$ cat src/rtl/riscv_pipe_pkg.sv
// Shared types, opcode constants and small decode helpers for the fetch pipeline.
package riscv_pipe_pkg;

    typedef enum logic [1:0] {
        RUN     = 2'd0,
        MD_WAIT = 2'd1,
        DONE    = 2'd2
    } seq_state_t;

    localparam logic [6:0]  OP_JUMP    = 7'b1100011;
    localparam logic [6:0]  OP_R       = 7'b0110011;
    localparam logic [6:0]  OP_ACCDIV  = 7'b1011111;
    localparam logic [6:0]  FUNCT7_MUL = 7'b0000001;
    localparam logic [31:0] NOP        = 32'h0;

    function automatic logic [4:0] rs1_of(input logic [31:0] inst);
        return inst[19:15];
    endfunction

    function automatic logic [4:0] rs2_of(input logic [31:0] inst);
        return inst[24:20];
    endfunction

    function automatic logic is_jump(input logic [31:0] inst);
        return inst[6:0] == OP_JUMP;
    endfunction

    function automatic logic is_muldiv(input logic [31:0] inst);
        return ((inst[6:0] == OP_R) && (inst[31:25] == FUNCT7_MUL)) ||
               (inst[6:0] == OP_ACCDIV);
    endfunction

    function automatic logic is_nop(input logic [31:0] inst);
        return inst == NOP;
    endfunction

endpackage

$ cat src/rtl/lu_hazard_detect.sv
// Load-use hazard detect: ID source registers against the destination of a load in EX.
module lu_hazard_detect
    import riscv_pipe_pkg::*;
#(
    parameter bit LU_STALL = 1'b0
) (
    input  logic        id_valid,
    input  logic [31:0] id_inst,
    input  logic        ex_memread,
    input  logic [4:0]  ex_rd,
    output logic        hazard
);

    logic [4:0] rs1;
    logic [4:0] rs2;
    logic       unused_inst_bits;

    assign rs1 = rs1_of(id_inst);
    assign rs2 = rs2_of(id_inst);
    assign unused_inst_bits = ^{id_inst[31:25], id_inst[14:0]};

    // Stall only when forwarding is disabled and a real ID instruction reads the loaded register
    always_comb begin
        hazard = LU_STALL && id_valid && ex_memread && (ex_rd != '0) &&
                 ((ex_rd == rs1) || (ex_rd == rs2));
    end

endmodule

$ cat src/rtl/fetch_sequencer.sv
// Program counter owner and IF / IF-ID sequencer: advance, load-use hold, jump redirect,
// mul/div freeze and halt at end of instruction memory.
module fetch_sequencer
    import riscv_pipe_pkg::*;
#(
    parameter logic [31:0] RESET_PC   = 32'h0000_0000,
    parameter int unsigned IMEM_BYTES = 100,
    parameter int unsigned MD_CYCLES  = 4,
    parameter bit          LU_STALL   = 1'b0
) (
    input  logic        clk,
    input  logic        res,
    input  logic        id_valid,
    input  logic [31:0] id_inst,
    input  logic        id_branch,
    input  logic [31:0] id_target,
    input  logic        id_muldiv,
    input  logic        ex_memread,
    input  logic [4:0]  ex_rd,
    output logic [31:0] pc,
    output logic        pc_we,
    output logic        if_id_we,
    output logic        if_id_flush,
    output logic        id_ex_bubble,
    output logic        md_start,
    output logic        md_done,
    output logic        halted,
    output logic [31:0] stall_cycles
);

    localparam int unsigned CW       = $clog2(MD_CYCLES) + 1;
    localparam logic [32:0] PC_LIMIT = 33'(IMEM_BYTES - 4);
    localparam logic [CW-1:0] MD_LOAD = CW'(MD_CYCLES - 1);

    seq_state_t    state, state_nx;
    logic [31:0]   pc_nx;
    logic [CW-1:0] md_cnt, md_cnt_nx;
    logic          hazard;
    logic [32:0]   seq_pc;
    logic [32:0]   jmp_pc;
    logic          unused_target_bits;

    // 33-bit candidates so an overflow past 2^32 is seen as out of range, never as a wrap
    assign seq_pc = {1'b0, pc} + 33'd4;
    assign jmp_pc = {1'b0, id_target[31:2], 2'b00};
    assign unused_target_bits = ^id_target[1:0];

    lu_hazard_detect #(
        .LU_STALL (LU_STALL)
    ) u_lu_hazard (
        .id_valid   (id_valid),
        .id_inst    (id_inst),
        .ex_memread (ex_memread),
        .ex_rd      (ex_rd),
        .hazard     (hazard)
    );

    // Next-state, next-pc and pipeline control decode
    always_comb begin
        state_nx     = state;
        pc_nx        = pc;
        md_cnt_nx    = md_cnt;
        pc_we        = 1'b0;
        if_id_we     = 1'b0;
        if_id_flush  = 1'b0;
        id_ex_bubble = 1'b0;
        md_start     = 1'b0;
        md_done      = 1'b0;
        halted       = 1'b0;
        if (res) begin
            if_id_flush  = 1'b1;
            id_ex_bubble = 1'b1;
        end else begin
            unique case (state)
                RUN: begin
                    if (hazard) begin
                        id_ex_bubble = 1'b1;
                    end else if (id_valid && id_branch) begin
                        if_id_flush = 1'b1;
                        if (jmp_pc > PC_LIMIT) begin
                            state_nx = DONE;
                        end else begin
                            pc_nx = jmp_pc[31:0];
                            pc_we = 1'b1;
                        end
                    end else if (id_valid && id_muldiv) begin
                        md_start     = 1'b1;
                        id_ex_bubble = 1'b1;
                        md_cnt_nx    = MD_LOAD;
                        state_nx     = MD_WAIT;
                    end else if (seq_pc > PC_LIMIT) begin
                        if_id_flush = 1'b1;
                        state_nx    = DONE;
                    end else begin
                        pc_nx    = seq_pc[31:0];
                        pc_we    = 1'b1;
                        if_id_we = 1'b1;
                    end
                end
                MD_WAIT: begin
                    if (md_cnt != '0) begin
                        id_ex_bubble = 1'b1;
                        md_cnt_nx    = md_cnt - 1'b1;
                    end else begin
                        // Release happens here, not in RUN, so the held mul/div never restarts
                        md_done = 1'b1;
                        if (seq_pc > PC_LIMIT) begin
                            if_id_flush = 1'b1;
                            state_nx    = DONE;
                        end else begin
                            pc_nx    = seq_pc[31:0];
                            pc_we    = 1'b1;
                            if_id_we = 1'b1;
                            state_nx = RUN;
                        end
                    end
                end
                DONE: begin
                    if_id_flush = 1'b1;
                    halted      = 1'b1;
                end
                default: begin
                    state_nx = RUN;
                end
            endcase
        end
    end

    // State, pc, mul/div countdown and saturating stall counter registers
    always_ff @(posedge clk) begin
        if (res) begin
            pc           <= RESET_PC;
            state        <= RUN;
            md_cnt       <= '0;
            stall_cycles <= '0;
        end else begin
            pc     <= pc_nx;
            state  <= state_nx;
            md_cnt <= md_cnt_nx;
            if ((state != DONE) && !pc_we && (stall_cycles != '1)) begin
                stall_cycles <= stall_cycles + 32'd1;
            end
        end
    end

endmodule

$ cat config.mk
export PLATFORM = sky130hd
export DESIGN_NAME = fetch_sequencer
export DESIGN_NICKNAME = d
export VERILOG_FILES = /design/src/rtl/riscv_pipe_pkg.sv /design/src/rtl/lu_hazard_detect.sv /design/src/rtl/fetch_sequencer.sv
export SDC_FILE = /design/constraint.sdc
export NUM_CORES = 1
export LEC_CHECK = 0
export CELL_PAD_IN_SITES_DETAIL_PLACEMENT = 0
export CELL_PAD_IN_SITES_GLOBAL_PLACEMENT = 1
export CORE_UTILIZATION = 28
export CTS_CLUSTER_DIAMETER = 60
export DETAILED_ROUTE_END_ITERATION = 6
export GPL_TIMING_DRIVEN = 0
export PLACE_DENSITY = 0.79
export SLEW_MARGIN = 20
export SYNTH_ARGS = -nofsm -noshare
export SYNTH_HDL_FRONTEND = slang
export SYNTH_SLANG_ARGS = --single-unit
export TNS_END_PERCENT = 5
$ cat constraint.sdc
create_clock -name clk -period 3.4 [get_ports clk]
set_clock_uncertainty 0.1 [all_clocks]
set_input_delay 0.85 -clock clk [delete_from_list [all_inputs] [get_ports clk]]
set_output_delay 0.85 -clock clk [all_outputs]
set_load 0.1 [all_outputs]
==> impl_metrics.toml <==
[outcome]
status = "complete, but fails checks"
violations = "negative setup slack"

[timing]
setup_viol = 4
slew_headroom = 0.323
period_needed_ns = 3.86
report.final.slew_viol_count = 0
tightest_slew_ns = 1.01
timing.final.crit_share = 1.13
finalWorstSetupSlack_ns = -0.457
hold_viol = 0
holdWs_ns = 0.385
grt_setup_unrepaired = "true"
max_freq_mhz = 259

[critical_path]
worst_setup_path_start_kind = "flip-flop"
critical-path-slowest-cell = "or3_4"
crit_chain = "ha_4 -> nand4_1 -> or3_4 -> o31ai_4 -> nand4_1 -> a211oi_2 -> nand4_1 -> clkbuf_8 -> a21oi_4 -> buf_12"
crit_arrival_ns = 2.91
crit_type = "flip-flop to primary output"
crit_required_ns = 2.45
crit_fanout = 6
cp_slowest_stage_delay_ns = 0.47
rrSetupSlack_ns = 0.12
cpMostUsedCell = "nand4_1"
cp-end-kind = "primary output"

[job]
maxCapViolCount = 0

[yosys]
synthXorXnorAreaFrac = 0.0232
synthAdderAreaFrac = 0.0132
synthSimpleGateAreaFrac = 0.347
synthArstFlopShare = 0
synth_top_family_by_area = "simple AND/OR/NAND/NOR gates"
synth_compound_area_frac = 0.192
netlist_area_mm2 = 0.00378
ys_seq_area_frac = 0.355
synth_ff_type = "dfxtp_1"
synth.largest_area_cell = "dfxtp_1"
synth_area_per_cell_um2 = 8.15
yosys-top-cells-area = "dfxtp_1, and3_1, or4_1"
synth_edf_count = 0
yosysMostFrequentCell = "dfxtp_1"
syn_inst = 464
synth_common_cells = "dfxtp_1, and3_1, a21oi_1, nand2_1"
synth_top_area_frac = 0.355
ys_warn_count = 0
synth-seq-cells = 67
ys_types = 58
synthMuxAreaShare = 0.0142

[die]
die_h_um = 118
die_x_um = 118
io_pins = 146
die-area_mm2 = 0.0140
start_util = 0.287
core-area_mm2 = 0.0132
rows = 42

[grt]
grt_pass1_vias = 4004
track_usage = 0.180
antenna_found_initial = 0
grt_max_degree = 17
grt_pass1_wl_mm = 20.3
overflow = 0

[placement]
place_congestion = 0.859
port_buffers = 103
dp_hpwl_mm = 8.97

[final_layout]
n_antenna_cell = 0
fin_util = 0.445
syn_to_final_growth_pct = 55.2
nNetsFinal = 678
drive_gt1_frac = 0.222

[clock_network]
cts_made_buffers = 9
cts_hold_buf = 0
cts_buffer_depth = 2
clk_transition_reported_paths_ns = 0.05
htreeDepth = 3
cts_tree = "built"
cts.sinks = 67
clock_latency_ns = 0.34
cts-root-buf = "clkbuf_16"

[routing]
post_drt_wl_per_cell_um = 15.8
firstDrtPassIters = 4
via_count = 4173
ant_nets = 0
route.detailed.drc = 0
dr.first_iter.drc_count = 243
via_per_inst = 5.35
routed_wl_mm = 12.3

[min_path]
hold_class = "flip-flop to flip-flop"

[power_and_ir_drop]
p_leak_nw = 2.07
powerDensity_mw_per_mm2 = 463
ir_drop_mv = 0.222
==> flip-flops by register name, summed over array words and instances (netlist names) <==
| signal | flops |
|---|---|
| pc | 30 |
| stall_cycles | 32 |
| state | 2 |
| md_cnt | 3 |
==> logic make-up after synthesis <==
group,Yosys count
xor+xnor,10
buf+inv,45
simple gates,226
compound gates,106
fa+ha+maj,4
other cells,1
flops,67
mux,5
==> critical path: cells and delay by family, from the launching register on <==
kind	cells	cell delay, ns
compound gates	3	0.70
buf+inv	2	0.38
fa+ha+maj	1	0.16
flops	1	0.38
simple gates	4	0.96
==> final cells by class <==
type                    instances  area [um^2]
fillers                      1246         7320
multi-input cells             353         2480
flip-flops and latches         67         1420
repair buffers                126         1240
clock buffers                   9          225
well taps                     176          220
plain buffers                  32          198
clock inverters                 7         50.0
inverters                      10         37.5
==> per-layer routing <==
layer / vias to the layer above / share of wire / global-route usage
met3: 25 / 0.046 / 0.0328
met4: 0 / 0.025 / 0.0849
met2: 104 / 0.48 / 0.297
li1: 2075 / - / -
met1: 1969 / 0.45 / 0.227
met5: - / 0 / 0
==> path summary, 6_finish.rpt <==
kind / start / end / cells past startpoint
worst max-delay path: pc[3] / pc_we / 10
worst max register to register: pc[3] / stall_cycles[10] / 13
worst min-delay path: md_cnt[0] / md_cnt[0] / 1
worst min register to register: md_cnt[0] / md_cnt[0] / 1
==> cells in the final DEF, fill, tap and decap left out, types with 19 or more instances in the layout <==
cell type / synthesis / routed
clkdlybuf4s50_1: 0 / 96
dfxtp_1: 67 / 39
and3_1: 35 / 35
a21oi_1: 33 / 31
nor2_1: 26 / 26
buf_4: 2 / 26
nand2_1: 27 / 25
nand4_1: 24 / 24
or4_1: 26 / 24
o31ai_1: 24 / 20
nand3_1: 22 / 19
==> repair_timing <==
action,CTS,global route
endpoints found under the hold margin,0,0
setup endpoints to repair,29,36
pin swaps,11,10
buffers inserted,22,1
gates resized for setup,67,39
gates cloned,0,0
==> metrics by stage <==
stage	setup WS, ns	TNS [ns]	total power, mW	instance area (um^2)	std cells
5_1_grt	-0.607	-2.32	2.82	5870	780
4_1_cts	-0.466	-1.91	2.71	5750	779
3_5_place_dp	-1.51	-25.74	1.75	5240	744
6_report	-0.457	-1.56	2.71	5870	780
2_1_floorplan	-0.503	-6.50	1.50	3990	465
3_3_place_gp	-1.52	-25.22	1.74	5240	744
==> where the power goes <==
part	total [mW]	switching (mW)	internal (mW)
Combinational	0.990	0.666	0.324
Sequential	0.861	0.0436	0.817
Clock	0.865	0.368	0.497
Total	2.71	1.08	1.64
No activity file was read; power rests on OpenSTA's default activity.
